===== config.mk =====
export PLATFORM = sky130hd
export DESIGN_NAME = if_stage
export DESIGN_NICKNAME = d
export VERILOG_FILES = /design/src/rtl/core_pkg.sv /design/src/rtl/if_stage_next_pc_gen.sv /design/src/rtl/if_stage.sv
export SDC_FILE = /design/constraint.sdc
export NUM_CORES = 1
export LEC_CHECK = 0
export CORE_MARGIN = 3
export CORE_UTILIZATION = 48
export DETAILED_ROUTE_END_ITERATION = 8
export PLACE_DENSITY = 0.77
export SYNTH_ARGS = -nofsm -noshare
export SYNTH_HDL_FRONTEND = slang
export SYNTH_HIERARCHICAL = 1
export SYNTH_SLANG_ARGS = --single-unit

===== constraint.sdc =====
create_clock -name clk -period 7.73 [get_ports clk]
set_clock_uncertainty 0.1 [all_clocks]
set_input_delay 1.546 -clock clk [delete_from_list [all_inputs] [get_ports clk]]
set_output_delay 1.546 -clock clk [all_outputs]
set_load 0.01 [all_outputs]

===== src/rtl/core_pkg.sv =====
// Shared core definitions: branch_ctrl select encodings, fetch FSM states, datapath width.
package core_pkg;

    localparam int XLEN = 32;

    typedef enum logic [1:0] {
        pc_4       = 2'b00,
        pc_imm     = 2'b01,
        pc_imm_sr1 = 2'b10
    } branch_sel_t;

    typedef enum logic [1:0] {
        REQ,
        WAIT,
        HOLD,
        DROP
    } fetch_state_t;

endpackage


===== src/rtl/if_stage_next_pc_gen.sv =====
// Redirect decode: turns the branch_ctrl select into taken plus the redirect target.
// Purely combinational; 2'b11 falls through to sequential fetch.
module next_pc_gen #(
    parameter int XLEN = 32
) (
    input  logic [1:0]      branch_ctrl,
    input  logic [XLEN-1:0] ex_pc,
    input  logic [XLEN-1:0] ex_imm,
    input  logic [XLEN-1:0] ex_rs1,
    output logic            taken,
    output logic [XLEN-1:0] target
);
    import core_pkg::*;

    logic [XLEN-1:0] jalr_sum;

    assign jalr_sum = ex_rs1 + ex_imm;

    always_comb begin
        taken  = 1'b0;
        target = ex_pc + ex_imm;
        case (branch_ctrl)
            pc_imm:     taken = 1'b1;
            pc_imm_sr1: begin
                taken  = 1'b1;
                target = {jalr_sum[XLEN-1:1], 1'b0};
            end
            default: ;
        endcase
    end

endmodule


===== src/rtl/if_stage.sv =====
// Instruction fetch: owns the PC, issues single-outstanding fetches and fills IF/ID.
// A one-entry hold buffer catches a response that lands while ID is stalled.
module if_stage #(
    parameter int              XLEN     = 32,
    parameter logic [XLEN-1:0] RESET_PC = '0
) (
    input  logic            clk,
    input  logic            rst,
    input  logic [1:0]      branch_ctrl,
    input  logic [XLEN-1:0] ex_pc,
    input  logic [XLEN-1:0] ex_imm,
    input  logic [XLEN-1:0] ex_rs1,
    input  logic            stall,
    output logic            im_req,
    output logic [XLEN-1:0] im_addr,
    input  logic            im_rvalid,
    input  logic [31:0]     im_rdata,
    output logic            if_id_valid,
    output logic [XLEN-1:0] if_id_pc,
    output logic [31:0]     if_id_inst,
    output logic            flush
);
    import core_pkg::*;

    fetch_state_t    state;
    logic            taken;
    logic            accept;
    logic [XLEN-1:0] target;
    logic [XLEN-1:0] pc;
    logic [XLEN-1:0] pc_next4;
    logic [XLEN-1:0] buf_pc;
    logic [31:0]     buf_inst;

    next_pc_gen #(.XLEN(XLEN)) u_next_pc_gen (
        .branch_ctrl (branch_ctrl),
        .ex_pc       (ex_pc),
        .ex_imm      (ex_imm),
        .ex_rs1      (ex_rs1),
        .taken       (taken),
        .target      (target)
    );

    assign flush    = taken;
    assign pc_next4 = pc + XLEN'(4);
    assign accept   = !if_id_valid || !stall;

    // A response consumed in WAIT immediately chains the next request at pc+4.
    always_comb begin
        im_req  = 1'b0;
        im_addr = pc;
        if (!rst) begin
            case (state)
                REQ:  im_req = !taken;
                WAIT: if (!taken && im_rvalid && accept) begin
                    im_req  = 1'b1;
                    im_addr = pc_next4;
                end
                default: ;
            endcase
        end
    end

    always_ff @(posedge clk or posedge rst) begin
        if (rst) begin
            state       <= REQ;
            pc          <= RESET_PC;
            if_id_valid <= 1'b0;
            if_id_pc    <= '0;
            if_id_inst  <= '0;
            buf_pc      <= '0;
            buf_inst    <= '0;
        end else begin
            // ID drained (or redirected) with nothing new: leave a bubble.
            if (taken || !stall)
                if_id_valid <= 1'b0;
            case (state)
                REQ: begin
                    if (taken) pc <= target;
                    else       state <= WAIT;
                end
                WAIT: begin
                    if (taken) begin
                        pc    <= target;
                        state <= im_rvalid ? REQ : DROP;
                    end else if (im_rvalid) begin
                        pc <= pc_next4;
                        if (accept) begin
                            if_id_valid <= 1'b1;
                            if_id_pc    <= pc;
                            if_id_inst  <= im_rdata;
                        end else begin
                            buf_pc   <= pc;
                            buf_inst <= im_rdata;
                            state    <= HOLD;
                        end
                    end
                end
                HOLD: begin
                    if (taken) begin
                        pc    <= target;
                        state <= REQ;
                    end else if (!stall) begin
                        if_id_valid <= 1'b1;
                        if_id_pc    <= buf_pc;
                        if_id_inst  <= buf_inst;
                        state       <= REQ;
                    end
                end
                DROP: begin
                    // Stale response retires the old request even if another redirect lands now.
                    if (taken)     pc <= target;
                    if (im_rvalid) state <= REQ;
                end
                default: state <= REQ;
            endcase
        end
    end

endmodule


Yosys cells after proc, flatten, opt, wreduce, memory -nomap -nowiden:

Index checks and enable logic that the tools add are counted.

* word-level logic and storage cells: 83
* register bits after elaboration: 163
* bits of input ports: 134

* multiplexer cells: 40
* add/sub/neg operators: 3
* reduce and logical (&&, ||, !) cells: 15
* bitwise operators: 2
* equality and inequality tests: 16

Operator list (count)
* 2-to-1 mux 32 bit: 17
* case mux 32 bit (2 select lines): 3
* adder 32 bit: 2
* adder 32 x 3 -> 32 bit (second input constant): 1
* 2-to-1 mux 2 bit: 8
* inequality test 2 bit (second input constant): 7
* 2-to-1 mux 1 bit: 9
* inequality test 3 bit (second input constant): 3
* case mux 2 bit (4 select lines): 1
* equality test 2 bit (second input constant): 3
* AND reduction 6 bit: 1
* AND reduction 5 bit: 1
* equality test 2 x 1 -> 1 bit (second input constant): 2
* case mux 1 bit (2 select lines): 2
* AND reduction 4 bit: 1
* logical NOT 1 bit: 3
* OR reduction 3 bit: 1
* logical AND 1 bit: 2
* logical NOT 2 bit: 1
* logical OR 1 bit: 2
* inequality test 2 x 1 -> 1 bit (second input constant): 1
* inverter 1 bit: 2
* AND reduction 2 bit: 1
* nonzero test 2 bit: 1
* OR reduction 2 bit: 1

Logic depth before layout (Yosys ltp):

Gate-level depths: netlist of run 1.

* depth in word-level cells: 9
* gate-level depth with buffers: 13
* mapped depth without buffers: 13

Modules after synthesis:

Netlist of run 1, hierarchy kept.

Modules (own cells, without submodules)
* if_stage: times used 1, seq. area each 4078.9 µm², cells each 751, area an instance 8054.0 µm²
* next_pc_gen: times used 1, seq. area each 0.0 µm², cells each 507, area an instance 3555.9 µm²

Worst setup path before layout of run 1:

No wires, ideal clock.

* path kind: input port to output port
* from: in rst
* to: out im_addr[25]
* cell stages on the path: 5
* arrival time: 6478 ps
* required time: 6084 ps
* slack: -394 ps
* cells stage by stage: inv_1 > nand4_1 > nor4_4 > nand3_1 > xnor2_1

* word-level cells in the longest chain between the ends: 1

RTL lines
* start: declaration: line if_stage.sv:8 `input logic rst,`
* 2-to-1 mux 32 bit: line if_stage.sv:51 `if (!rst) begin`
* end: declaration: line if_stage.sv:15 `output logic [XLEN-1:0] im_addr,`

Every way passes these cells.

Worst setup path in the final report of run 1:

* from: in branch_ctrl[0]
* to: out im_addr[16]

* word-level cells in the longest chain between the ends: 9
* elaborated cells on any way between the ends: 10
* classes of those cells: eq/ne: 2; mux: 4; reduce/logical: 4

RTL lines
* start: declaration: line if_stage.sv:9 `input logic [1:0] branch_ctrl,`
* equality test 2 x 1 -> 1 bit or equality test 2 bit (tied branches): line if_stage_next_pc_gen.sv:22 `case (branch_ctrl)`
* OR reduction 2 bit (no source line) *
* 2-to-1 mux 1 bit *: line if_stage_next_pc_gen.sv:22
* logical NOT 1 bit *: line if_stage.sv:54 `WAIT: if (!taken && im_rvalid && accept) begin`
* logical AND 1 bit * (2 in series): line if_stage.sv:54
* 2-to-1 mux 32 bit *: line if_stage.sv:54
* 2-to-1 mux 32 bit *: line if_stage.sv:52 `case (state)`
* 2-to-1 mux 32 bit *: line if_stage.sv:51

Every way passes the cells marked *; elsewhere a longest branch is shown, timed or not.

==> impl_metrics.csv, run 1 <==
group,metric,value,unit
yosys,ys.flop_type,"sky130_fd_sc_hd__dfrtp_1",
cts,clock-sinks,163,
die,initial_utilization,49.2,%
detailed_routing,finalWirelength,31000,um
die,die_h,162,um
yosys,post-synth-top-area-cell,"sky130_fd_sc_hd__dfrtp_1",
worst_setup_path,critPathArrivalTime,4.28,ns
global_route,grt_total_ovfl,0,
power_and_ir_drop,power.static_leakage,6.23,nW
sta,setup_repair_after_global_routing_missed_its_margin,"false",
power_and_ir_drop,power.share.clock,22.2,%
yosys,seq_area_frac_synth,35.1,%
detailed_routing,initialDrtViolationCount,663,
min_path,timing.hold.worst.class,"register to register",
cts,clk-insertion-delay-late,0.42,ns
worst_setup_path,regToRegEndpoint,"if_id_pc[11]",
placed_design,dpl-instance-area,14100,um2
power_and_ir_drop,power.ir.vdd_worst,0.166,mV
yosys,postSynthCellCount,1258,
yosys,synth.distinct_cells,78,
detailed_routing,detailed_route_via_count,10000,
global_route,antenna_found_initial,0,
cts,post_cts_hold_fix_bufs,0,
sta,fin_crit,5.92,ns
power_and_ir_drop,comb_power_share,42.3,%
worst_setup_path,timing.critical_path.buf_inv,5,
placed_design,post-dp-hpwl,23700,um
power_and_ir_drop,power.net_switching,1.47,mW
worst_setup_path,r2r_slack,4.11,ns
sta,maxClockFrequency,169,MHz
detailed_routing,viasPerCell,5.65,
die,die_area,26100,um2
worst_setup_path,crit_end,"im_addr[16]",
worst_setup_path,critPathLaunchType,"primary input",
power_and_ir_drop,power.internal,2.64,mW
power_and_ir_drop,switching_fraction,35.8,%
global_route,grt_max_degree,96,
final_layout,layout.cells.most_common_list,"232 x sky130_fd_sc_hd__clkdlybuf4s50_1, 163 x sky130_fd_sc_hd__dfrtp_1, 129 x sky130_fd_sc_hd__a21oi_1",
yosys,synth-edff-count,0,
worst_setup_path,cp_slowest_stage_delay,0.60,ns
global_route,grt.total_usage,23.3,%
detailed_routing,drt_pre_antenna_iters,5,
placed_design,io_buf_count,232,
cts,buffer_cell_driving_the_clock_tree_root,"sky130_fd_sc_hd__clkbuf_16",
yosys,ys.warnings.count,6,
worst_setup_path,slowest_stage,"sky130_fd_sc_hd__clkdlybuf4s50_1",
worst_setup_path,crit_cells,11,
final_layout,post-route-cell-area,14700,um2
placed_design,place_congestion,0.877,
cts,path_clk_slew,0.06,ns
die,die_w,162,um
cts,clockBufferDepth,2,
die,floorplan.io_pins,233,
run,cap_violations,0,
yosys,synth.cell_area,11600,um2
worst_setup_path,worst_r2r_path_depth,8,
power_and_ir_drop,p_per_area,279,nW/um2
sta,slew-limit-headroom,21.9,%
detailed_routing,routed_antenna_nets,0,
sta,setup-violations-final,0,
final_layout,n_antenna_cell,0,
worst_setup_path,worstSetupStartpoint,"branch_ctrl[0]",
die,std_cell_rows,56,
yosys,synth_area_per_cell,9.23,um2
cts,cts_inserted_buffers,17,
cts,tritoncts_clock_tree,"yes",
status,status,"completed",
die,core,23600,um2
cts,cts_h_tree_lvls,4,
global_route,first_pass_grt_wire_length,49500,um
yosys,synth_seq_cells,163,
global_route,grt_pass1_vias,9833,
worst_setup_path,rr_startpoint,"state[1]",
yosys,async_flop_share,100,%
worst_setup_path,critPathCaptureType,"primary output",
worst_setup_path,timing.setup.critical_path_class,"primary input to primary output",
cts,post_cts_resize_count,0,
yosys,synth_top_cells_by_area,"sky130_fd_sc_hd__dfrtp_1 35%, sky130_fd_sc_hd__ha_1 7.2%, sky130_fd_sc_hd__mux2_2 6.4%",
sta,final_max_slew_viol_count,0,
sta,hold_viol_final,0,
worst_setup_path,kind_of_cell_adding_the_most_delay_to_the_critical_path,"buffers and inverters",
power_and_ir_drop,p_seq_share,35.5,%
cts,cts.repair_timing.setup_buffer_count,0,
final_layout,layout-drive-gt1-share,9.82,%
detailed_routing,drc,0,
sta,final_total_negative_setup_slack,0,ns
final_layout,layout.cells.most_common,"sky130_fd_sc_hd__clkdlybuf4s50_1",
yosys,synth_top_area_share,35.1,%
final_layout,layout-area-overhead-vs-synth,26.7,%
yosys,synth_nets,1461,
worst_setup_path,crit_fanout,5,
sta,worst_slew_pin_slew,1.17,ns
final_layout,num-nets-final,1646,
worst_setup_path,worstPathCellList,"clkdlybuf4s50_1 -> inv_1 -> ha_2 -> inv_2 -> and3b_1 -> nand3_1 -> nor4_1 -> buf_4 -> nand3_1 -> xnor2_1 -> clkdlybuf4s50_1",
worst_setup_path,wp_data_required,6.08,ns
sta,fin_crit_sh,76.6,%
detailed_routing,average_wire_per_standard_cell,17.5,um
## sequential cells by signal (all words and copies together) (netlist names)
name         cells
buf_inst        32
buf_pc          32
if_id_inst      32
if_id_pc        32
pc              32
state            2
if_id_valid      1
## cell usage after synthesis (all sizes together) (12+ instances only)
| cell type | count |
|---|---|
| a21o | 42 |
| a21oi | 130 |
| a31oi | 12 |
| and3 | 17 |
| buf | 47 |
| clkbuf | 28 |
| dfrtp | 163 |
| ha | 67 |
| inv | 22 |
| mux2 | 67 |
| mux2i | 70 |
| nand2 | 99 |
| nand3 | 28 |
| nand4 | 30 |
| nor2 | 123 |
| nor3 | 18 |
| o21ai | 63 |
| xnor2 | 51 |
| xor2 | 53 |
## worst min-delay path by stage
stage / start / cells after the start / endpoint / slack, ns
2_1_floorplan: buf_pc[21] / 1 / buf_pc[21] / 0.36
3_3_place_gp: buf_pc[21] / 1 / buf_pc[21] / 0.37
3_5_place_dp: buf_pc[21] / 1 / buf_pc[21] / 0.37
4_1_cts: buf_pc[21] / 1 / buf_pc[21] / 0.41
5_1_grt: buf_pc[18] / 1 / buf_pc[18] / 0.42
6_report: buf_pc[21] / 1 / buf_pc[21] / 0.40
## through the flow
| stage | power [mW] | instances | hold slack, ns | worst slack, ns | utilization (%) |
|---|---|---|---|---|---|
| final | 4.11 | 1775 | 0.402 | 1.81 | 62.3 |
| after global routing | 4.37 | 1775 | 0.416 | 1.65 | 62.3 |
| after CTS | 4.13 | 1775 | 0.405 | 1.84 | 62.3 |
| after detailed placement | 3.20 | 1743 | 0.375 | 1.84 | 59.6 |
| after global placement | 3.16 | 1743 | 0.368 | 1.85 | 59.6 |
| after floorplan | 2.43 | 1258 | 0.358 | 1.25 | - |
## power groups by stage
stage	combinational [mW]	clock [mW]	sequential, mW
global route	1.89	0.970	1.51
floorplan	0.987	0	1.44
CTS	1.74	0.929	1.46
finish	1.74	0.912	1.46
global placement	1.70	0	1.45
detailed placement	1.73	0	1.47
## layer usage
| layer | routed length [um] | track usage (%) | vias up |
|---|---|---|---|
| li1 | - | - | 4910 |
| met1 | 14000 | 31.1 | 4695 |
| met2 | 14500 | 38.4 | 356 |
| met3 | 1820 | 4.10 | 61 |
| met4 | 747 | 7.74 | 0 |
| met5 | 0 | 0 | - |
## cells by family after synthesis
kind of cell,count (synthesis),share of synthesized area [%]
fa+ha+maj,69,7.57
flops,163,35.1
mux,137,12.5
xor+xnor,104,7.85
buf+inv,97,3.77
compound gates,313,16.9
simple gates,375,16.3
## area by class of cell
cell class,instances,area [um2]
fill,2033,8900
multi-input combinational,998,7120
sequential,163,4080
timing repair buffer,241,2390
clock buffer,17,425
tap,319,399
clock inverter,15,214
inverter,22,86.3
(Power assumes the default switching activity.)
==> run 2, diff against run 1 <==
--- a/config.mk
+++ b/config.mk
@@ -8,7 +8,7 @@
 export CORE_MARGIN = 3
 export CORE_UTILIZATION = 48
 export DETAILED_ROUTE_END_ITERATION = 8
-export PLACE_DENSITY = 0.77
+export PLACE_DENSITY = 0.74
 export SYNTH_ARGS = -nofsm -noshare
 export SYNTH_HDL_FRONTEND = slang
 export SYNTH_HIERARCHICAL = 1
==> constraint.sdc (replaced) <==
create_clock -name clk -period 6.12 [get_ports clk]
set_clock_uncertainty 0.1 [all_clocks]
set_input_delay 1.224 -clock clk [delete_from_list [all_inputs] [get_ports clk]]
set_output_delay 1.224 -clock clk [all_outputs]
set_load 0.01 [all_outputs]
==> run 2 against run 1 <==
  * First-iteration DRC count grew 0.60%
  * Die area unchanged
  * Power up 24%
  * Via count grew 0.12%
  * Global-route usage rose by 0.11 points
  * Core utilization decreased by 0.14 points
  * Largest power group unchanged
  * Count of clock-buffer cells in the layout rose by 2
  * Critical path depth is the same
  * Final area is 0.23% lower
  * Clock power is 16% higher
==> impl_metrics.csv, run 2 (synthesized netlist as in run 1, its figures left out) <==
group,metric,value,unit
power_and_ir_drop,power.ir.vdd_worst,0.168,mV
worst_setup_path,critPathLaunchType,"primary input",
die,core,23600,um2
global_route,antenna_found_initial,0,
final_layout,layout.cells.most_common,"sky130_fd_sc_hd__clkdlybuf4s50_1",
final_layout,layout-drive-gt1-share,9.88,%
sta,fin_crit,5.40,ns
worst_setup_path,critPathCaptureType,"primary output",
detailed_routing,initialDrtViolationCount,667,
placed_design,post-dp-hpwl,23900,um
sta,slew-limit-headroom,28.6,%
placed_design,io_buf_count,232,
final_layout,layout-area-overhead-vs-synth,26.4,%
detailed_routing,drc,0,
cts,post_cts_hold_fix_bufs,0,
global_route,grt_pass1_vias,9787,
power_and_ir_drop,p_per_area,348,nW/um2
final_layout,fillers,2063,
sta,maxClockFrequency,185,MHz
sta,setup_repair_after_global_routing_missed_its_margin,"false",
worst_setup_path,timing.setup.critical_path_class,"primary input to primary output",
detailed_routing,routed_antenna_nets,0,
worst_setup_path,worstPathCellList,"clkdlybuf4s50_1 -> inv_1 -> ha_2 -> inv_2 -> and3b_1 -> nand3_1 -> buf_4 -> nor2_1 -> nand3_1 -> xnor2_1 -> clkdlybuf4s50_1",
final_layout,post_route_insts_no_fill,1777,
die,std_cell_rows,56,
detailed_routing,drt_pre_antenna_iters,6,
die,die_w,162,um
worst_setup_path,crit_fanout,7,
global_route,grt_max_degree,87,
sta,layout_setup_ws,0.719,ns
detailed_routing,viasPerCell,5.65,
detailed_routing,detailed_route_via_count,10000,
final_layout,layout.cells.most_common_list,"232 x sky130_fd_sc_hd__clkdlybuf4s50_1, 163 x sky130_fd_sc_hd__dfrtp_1, 129 x sky130_fd_sc_hd__a21oi_1",
cts,buffer_cell_driving_the_clock_tree_root,"sky130_fd_sc_hd__clkbuf_16",
status,status,"completed",
run,cap_violations,0,
worst_setup_path,wp_data_required,4.80,ns
sta,hold_viol_final,0,
global_route,grt_total_ovfl,0,
cts,cts_inserted_buffers,17,
worst_setup_path,cp_slowest_stage_delay,0.57,ns
sta,final_max_slew_viol_count,0,
final_layout,n_antenna_cell,0,
power_and_ir_drop,finalPower,5.11,mW
placed_design,placed_cells_incl_taps,1745,
final_layout,num-nets-final,1648,
die,initial_utilization,49.2,%
worst_setup_path,slowest_stage,"sky130_fd_sc_hd__clkdlybuf4s50_1",
cts,clock-sinks,163,
global_route,first_pass_grt_wire_length,50100,um
cts,cts_h_tree_lvls,4,
cts,path_clk_slew,0.06,ns
detailed_routing,finalWirelength,31100,um
worst_setup_path,critPathArrivalTime,4.08,ns
detailed_routing,average_wire_per_standard_cell,17.5,um
placed_design,dp_worst_setup_slack,0.769,ns
sta,setup-violations-final,0,
sta,worst_slew_pin_slew,1.07,ns
die,die_area,26100,um2
min_path,timing.hold.worst.class,"register to register",
global_route,grt.total_usage,23.4,%
cts,cts.repair_timing.setup_buffer_count,0,
cts,post_cts_resize_count,0,
power_and_ir_drop,power.static_leakage,6.21,nW
die,floorplan.io_pins,233,
sta,fin_crit_sh,88.3,%
die,die_h,162,um
cts,clk-insertion-delay-late,0.41,ns
cts,clockBufferDepth,2,
cts,tritoncts_clock_tree,"yes",
sta,final_total_negative_setup_slack,0,ns
placed_design,place_congestion,0.876,
==> run 2: cell count changes in the layout (fill, tap and decap cells not counted), sizes merged <==
cell,before,now
inv,29,26
clkbuf,17,19
clkinvlp,2,5
bufinv,4,2
buf,9,11
==> run 2: critical path, delay by kind of cell <==
kind	cells	cell delay, ns
xor gates and xnor gates	1	0.20
adders and majority gates	1	0.31
buffers and inverters	5	1.36
and+or+nand+nor	4	0.97
==> run 2: where the power goes <==
group | total [mW] | internal [mW] | switching, mW
Sequential | 1.85 | 1.49 | 0.357
Clock | 1.06 | 0.618 | 0.443
Combinational | 2.20 | 1.15 | 1.05
==> run 2: path summary, 6_finish.rpt <==
check,startpoint,to,slack [ns],cells past startpoint
max in group asynchronous,rst,buf_inst[27],2.81,4
min in group asynchronous,rst,pc[23],1.49,3
worst max-delay path,branch_ctrl[0],im_addr[8],0.72,11
worst min register to register,buf_pc[21],buf_pc[21],0.39,1
worst min-delay path,buf_pc[21],buf_pc[21],0.39,1
worst max register to register,state[0],if_id_pc[5],3.14,7
==> run 2: layout make-up <==
class	count	area, um2	area share (%)
clock buffer	19	443	3.02
clock inverter	13	148	1.01
inverter	22	86.3	0.588
multi-input combinational	998	7120	48.5
sequential	163	4080	27.8
tap	319	399	2.72
timing repair buffer	243	2400	16.4
==> run 2: layer usage <==
layer / vias to the layer above / track usage [%] / routed length (um)
met2: 371 / 38.5 / 14300
li1: 4909 / - / -
met3: 43 / 3.69 / 1890
met4: 0 / 6.37 / 590
met5: - / 0 / 0
met1: 4711 / 32.2 / 14300
==> run 2: stage by stage <==
step / util (%) / cell area (um2) / hold slack [ns]
after floorplan: - / 11600 / 0.358
after global placement: 59.6 / 14100 / 0.366
after detailed placement: 59.6 / 14100 / 0.376
after CTS: 62.2 / 14700 / 0.391
after global routing: 62.2 / 14700 / 0.421
final: 62.2 / 14700 / 0.386
==> run 3, diff against run 2 <==
--- a/config.mk
+++ b/config.mk
@@ -5,7 +5,7 @@
 export SDC_FILE = /design/constraint.sdc
 export NUM_CORES = 1
 export LEC_CHECK = 0
-export CORE_MARGIN = 3
+export CORE_MARGIN = 2
 export CORE_UTILIZATION = 48
 export DETAILED_ROUTE_END_ITERATION = 8
 export PLACE_DENSITY = 0.74
==> run 3 against run 2 <==
  * Sequential cell count unchanged
  * Routed wire length down 3.5%
  * Core utilization barely moved
  * Largest power group unchanged
  * Clock power about the same
  * Via count down 0.34%
  * Final area about the same
  * Register-to-register slack about the same
  * Combinational power about the same
  * Worst hold slack improved by 0.019 ns
  * Power fell by 0.95%
==> impl_metrics.csv, run 3 (synthesized netlist as in run 1, its figures left out) <==
group,metric,value,unit
cts,cts_h_tree_lvls,4,
sta,slew-limit-headroom,21.6,%
final_layout,layout.cells.most_common_list,"232 x sky130_fd_sc_hd__clkdlybuf4s50_1, 163 x sky130_fd_sc_hd__dfrtp_1, 129 x sky130_fd_sc_hd__a21oi_1",
sta,setup_repair_after_global_routing_missed_its_margin,"false",
detailed_routing,initialDrtViolationCount,568,
cts,tritoncts_clock_tree,"yes",
detailed_routing,average_wire_per_standard_cell,16.9,um
die,initial_utilization,49.2,%
global_route,global_route.usage.met2,38.0,%
final_layout,multi_input_combinational_cell_area,7120,um2
placed_design,dp_worst_setup_slack,0.905,ns
sta,layout_setup_ws,0.892,ns
worst_setup_path,crit_fanout,12,
power_and_ir_drop,p_per_area,345,nW/um2
detailed_routing,viasPerCell,5.63,
worst_setup_path,rr_startpoint,"state[0]",
sta,fin_crit_sh,85.4,%
worst_setup_path,timing.setup.critical_path_class,"primary input to primary output",
cts,clk-insertion-delay-late,0.42,ns
cts,path_clk_slew,0.07,ns
cts,buffer_cell_driving_the_clock_tree_root,"sky130_fd_sc_hd__clkbuf_16",
sta,final_max_slew_viol_count,0,
cts,post_cts_resize_count,0,
power_and_ir_drop,power.static_leakage,6.20,nW
global_route,grt_use_met1,32.4,%
placed_design,io_buf_count,232,
sta,fin_crit,5.23,ns
detailed_routing,routed_antenna_nets,0,
worst_setup_path,crit_end,"im_addr[18]",
detailed_routing,detailed_route_via_count,10000,
cts,post_cts_hold_fix_bufs,0,
global_route,grt.total_usage,23.5,%
status,status,"completed",
run,cap_violations,0,
placed_design,place_congestion,0.961,
worst_setup_path,regToRegEndpoint,"if_id_pc[6]",
final_layout,num-nets-final,1647,
placed_design,post-dp-hpwl,22900,um
min_path,timing.hold.worst.class,"register to register",
global_route,gr-usage-met3,3.44,%
cts,clockBufferDepth,2,
global_route,first_pass_grt_wire_length,49500,um
final_layout,layout-drive-gt1-share,9.88,%
sta,worst_slew_pin_slew,1.18,ns
final_layout,layout-area-overhead-vs-synth,26.4,%
worst_setup_path,worstSetupStartpoint,"branch_ctrl[0]",
worst_setup_path,critPathLaunchType,"primary input",
detailed_routing,drt_pre_antenna_iters,5,
global_route,grt_max_degree,129,
global_route,grt_total_ovfl,0,
die,floorplan.io_pins,233,
sta,setup-violations-final,0,
cts,clock-sinks,163,
final_layout,fillers,2015,
sta,fin_hold_ws,0.405,ns
cts,cts_inserted_buffers,17,
die,die_w,160,um
cts,cts.repair_timing.setup_buffer_count,0,
die,core,23600,um2
die,die_h,160,um
detailed_routing,finalWirelength,30100,um
die,die_area,25400,um2
die,std_cell_rows,56,
global_route,grt_most_used_layer,"met2",
sta,maxClockFrequency,191,MHz
worst_setup_path,critPathArrivalTime,3.90,ns
final_layout,fin_util,62.1,%
final_layout,n_antenna_cell,0,
global_route,antenna_found_initial,0,
global_route,grt_pass1_vias,9783,
power_and_ir_drop,power.ir.vdd_worst,0.197,mV
sta,hold_viol_final,0,
worst_setup_path,critPathCaptureType,"primary output",
detailed_routing,drc,0,
worst_setup_path,worst_r2r_path_depth,8,
worst_setup_path,r2r_slack,3.15,ns
final_layout,ff_latch_area,4080,um2
worst_setup_path,wp_data_required,4.80,ns
sta,final_total_negative_setup_slack,0,ns
final_layout,layout.cells.most_common,"sky130_fd_sc_hd__clkdlybuf4s50_1",
[run 3: layout make-up]
cell class	count	share of cell area [%]
Clock buffer	17	2.90
Clock inverter	15	0.981
Inverter	22	0.588
Multi-Input combinational cell	998	48.5
Sequential cell	163	27.8
Tap cell	319	2.72
Timing Repair Buffer	242	16.5
[run 3: worst max-delay path: stages]
cell	delay, ns
sky130_fd_sc_hd__clkdlybuf4s50_1	0.45
sky130_fd_sc_hd__inv_1	0.04
sky130_fd_sc_hd__ha_2	0.31
sky130_fd_sc_hd__inv_2	0.03
sky130_fd_sc_hd__and3b_1	0.30
sky130_fd_sc_hd__nand3_1	0.10
sky130_fd_sc_hd__buf_4	0.20
sky130_fd_sc_hd__nor4_1	0.18
sky130_fd_sc_hd__buf_4	0.17
sky130_fd_sc_hd__nand2_1	0.07
sky130_fd_sc_hd__xnor2_1	0.24
sky130_fd_sc_hd__clkdlybuf4s50_1	0.58
[run 3: power by group]
| group | switching (mW) | internal (mW) |
|---|---|---|
| registers | 0.349 | 1.49 |
| clock network | 0.459 | 0.571 |
| logic | 1.04 | 1.15 |
| total | 1.84 | 3.21 |
[run 3: worst min-delay path by stage]
stage	startpoint	end	cells past startpoint
finish	buf_pc[9]	buf_pc[9]	1
CTS	buf_pc[28]	buf_pc[28]	1
global route	buf_pc[24]	buf_pc[24]	1
global placement	buf_pc[21]	buf_pc[21]	1
floorplan	buf_pc[21]	buf_pc[21]	1
detailed placement	buf_pc[4]	buf_pc[4]	1
[run 3: per-layer routing]
metal	vias up	share of wire, %
met5	-	0
met2	351	46
met1	4671	46
met4	0	2.7
li1	4921	-
met3	57	5.4
[run 3: stage by stage]
step	total power, mW	cell area, um2	std cells
3_3_place_gp	3.99	14100	1744
2_1_floorplan	3.06	11600	1258
4_1_cts	5.09	14700	1776
5_1_grt	5.39	14700	1776
3_5_place_dp	4.04	14100	1744
6_report	5.06	14700	1776
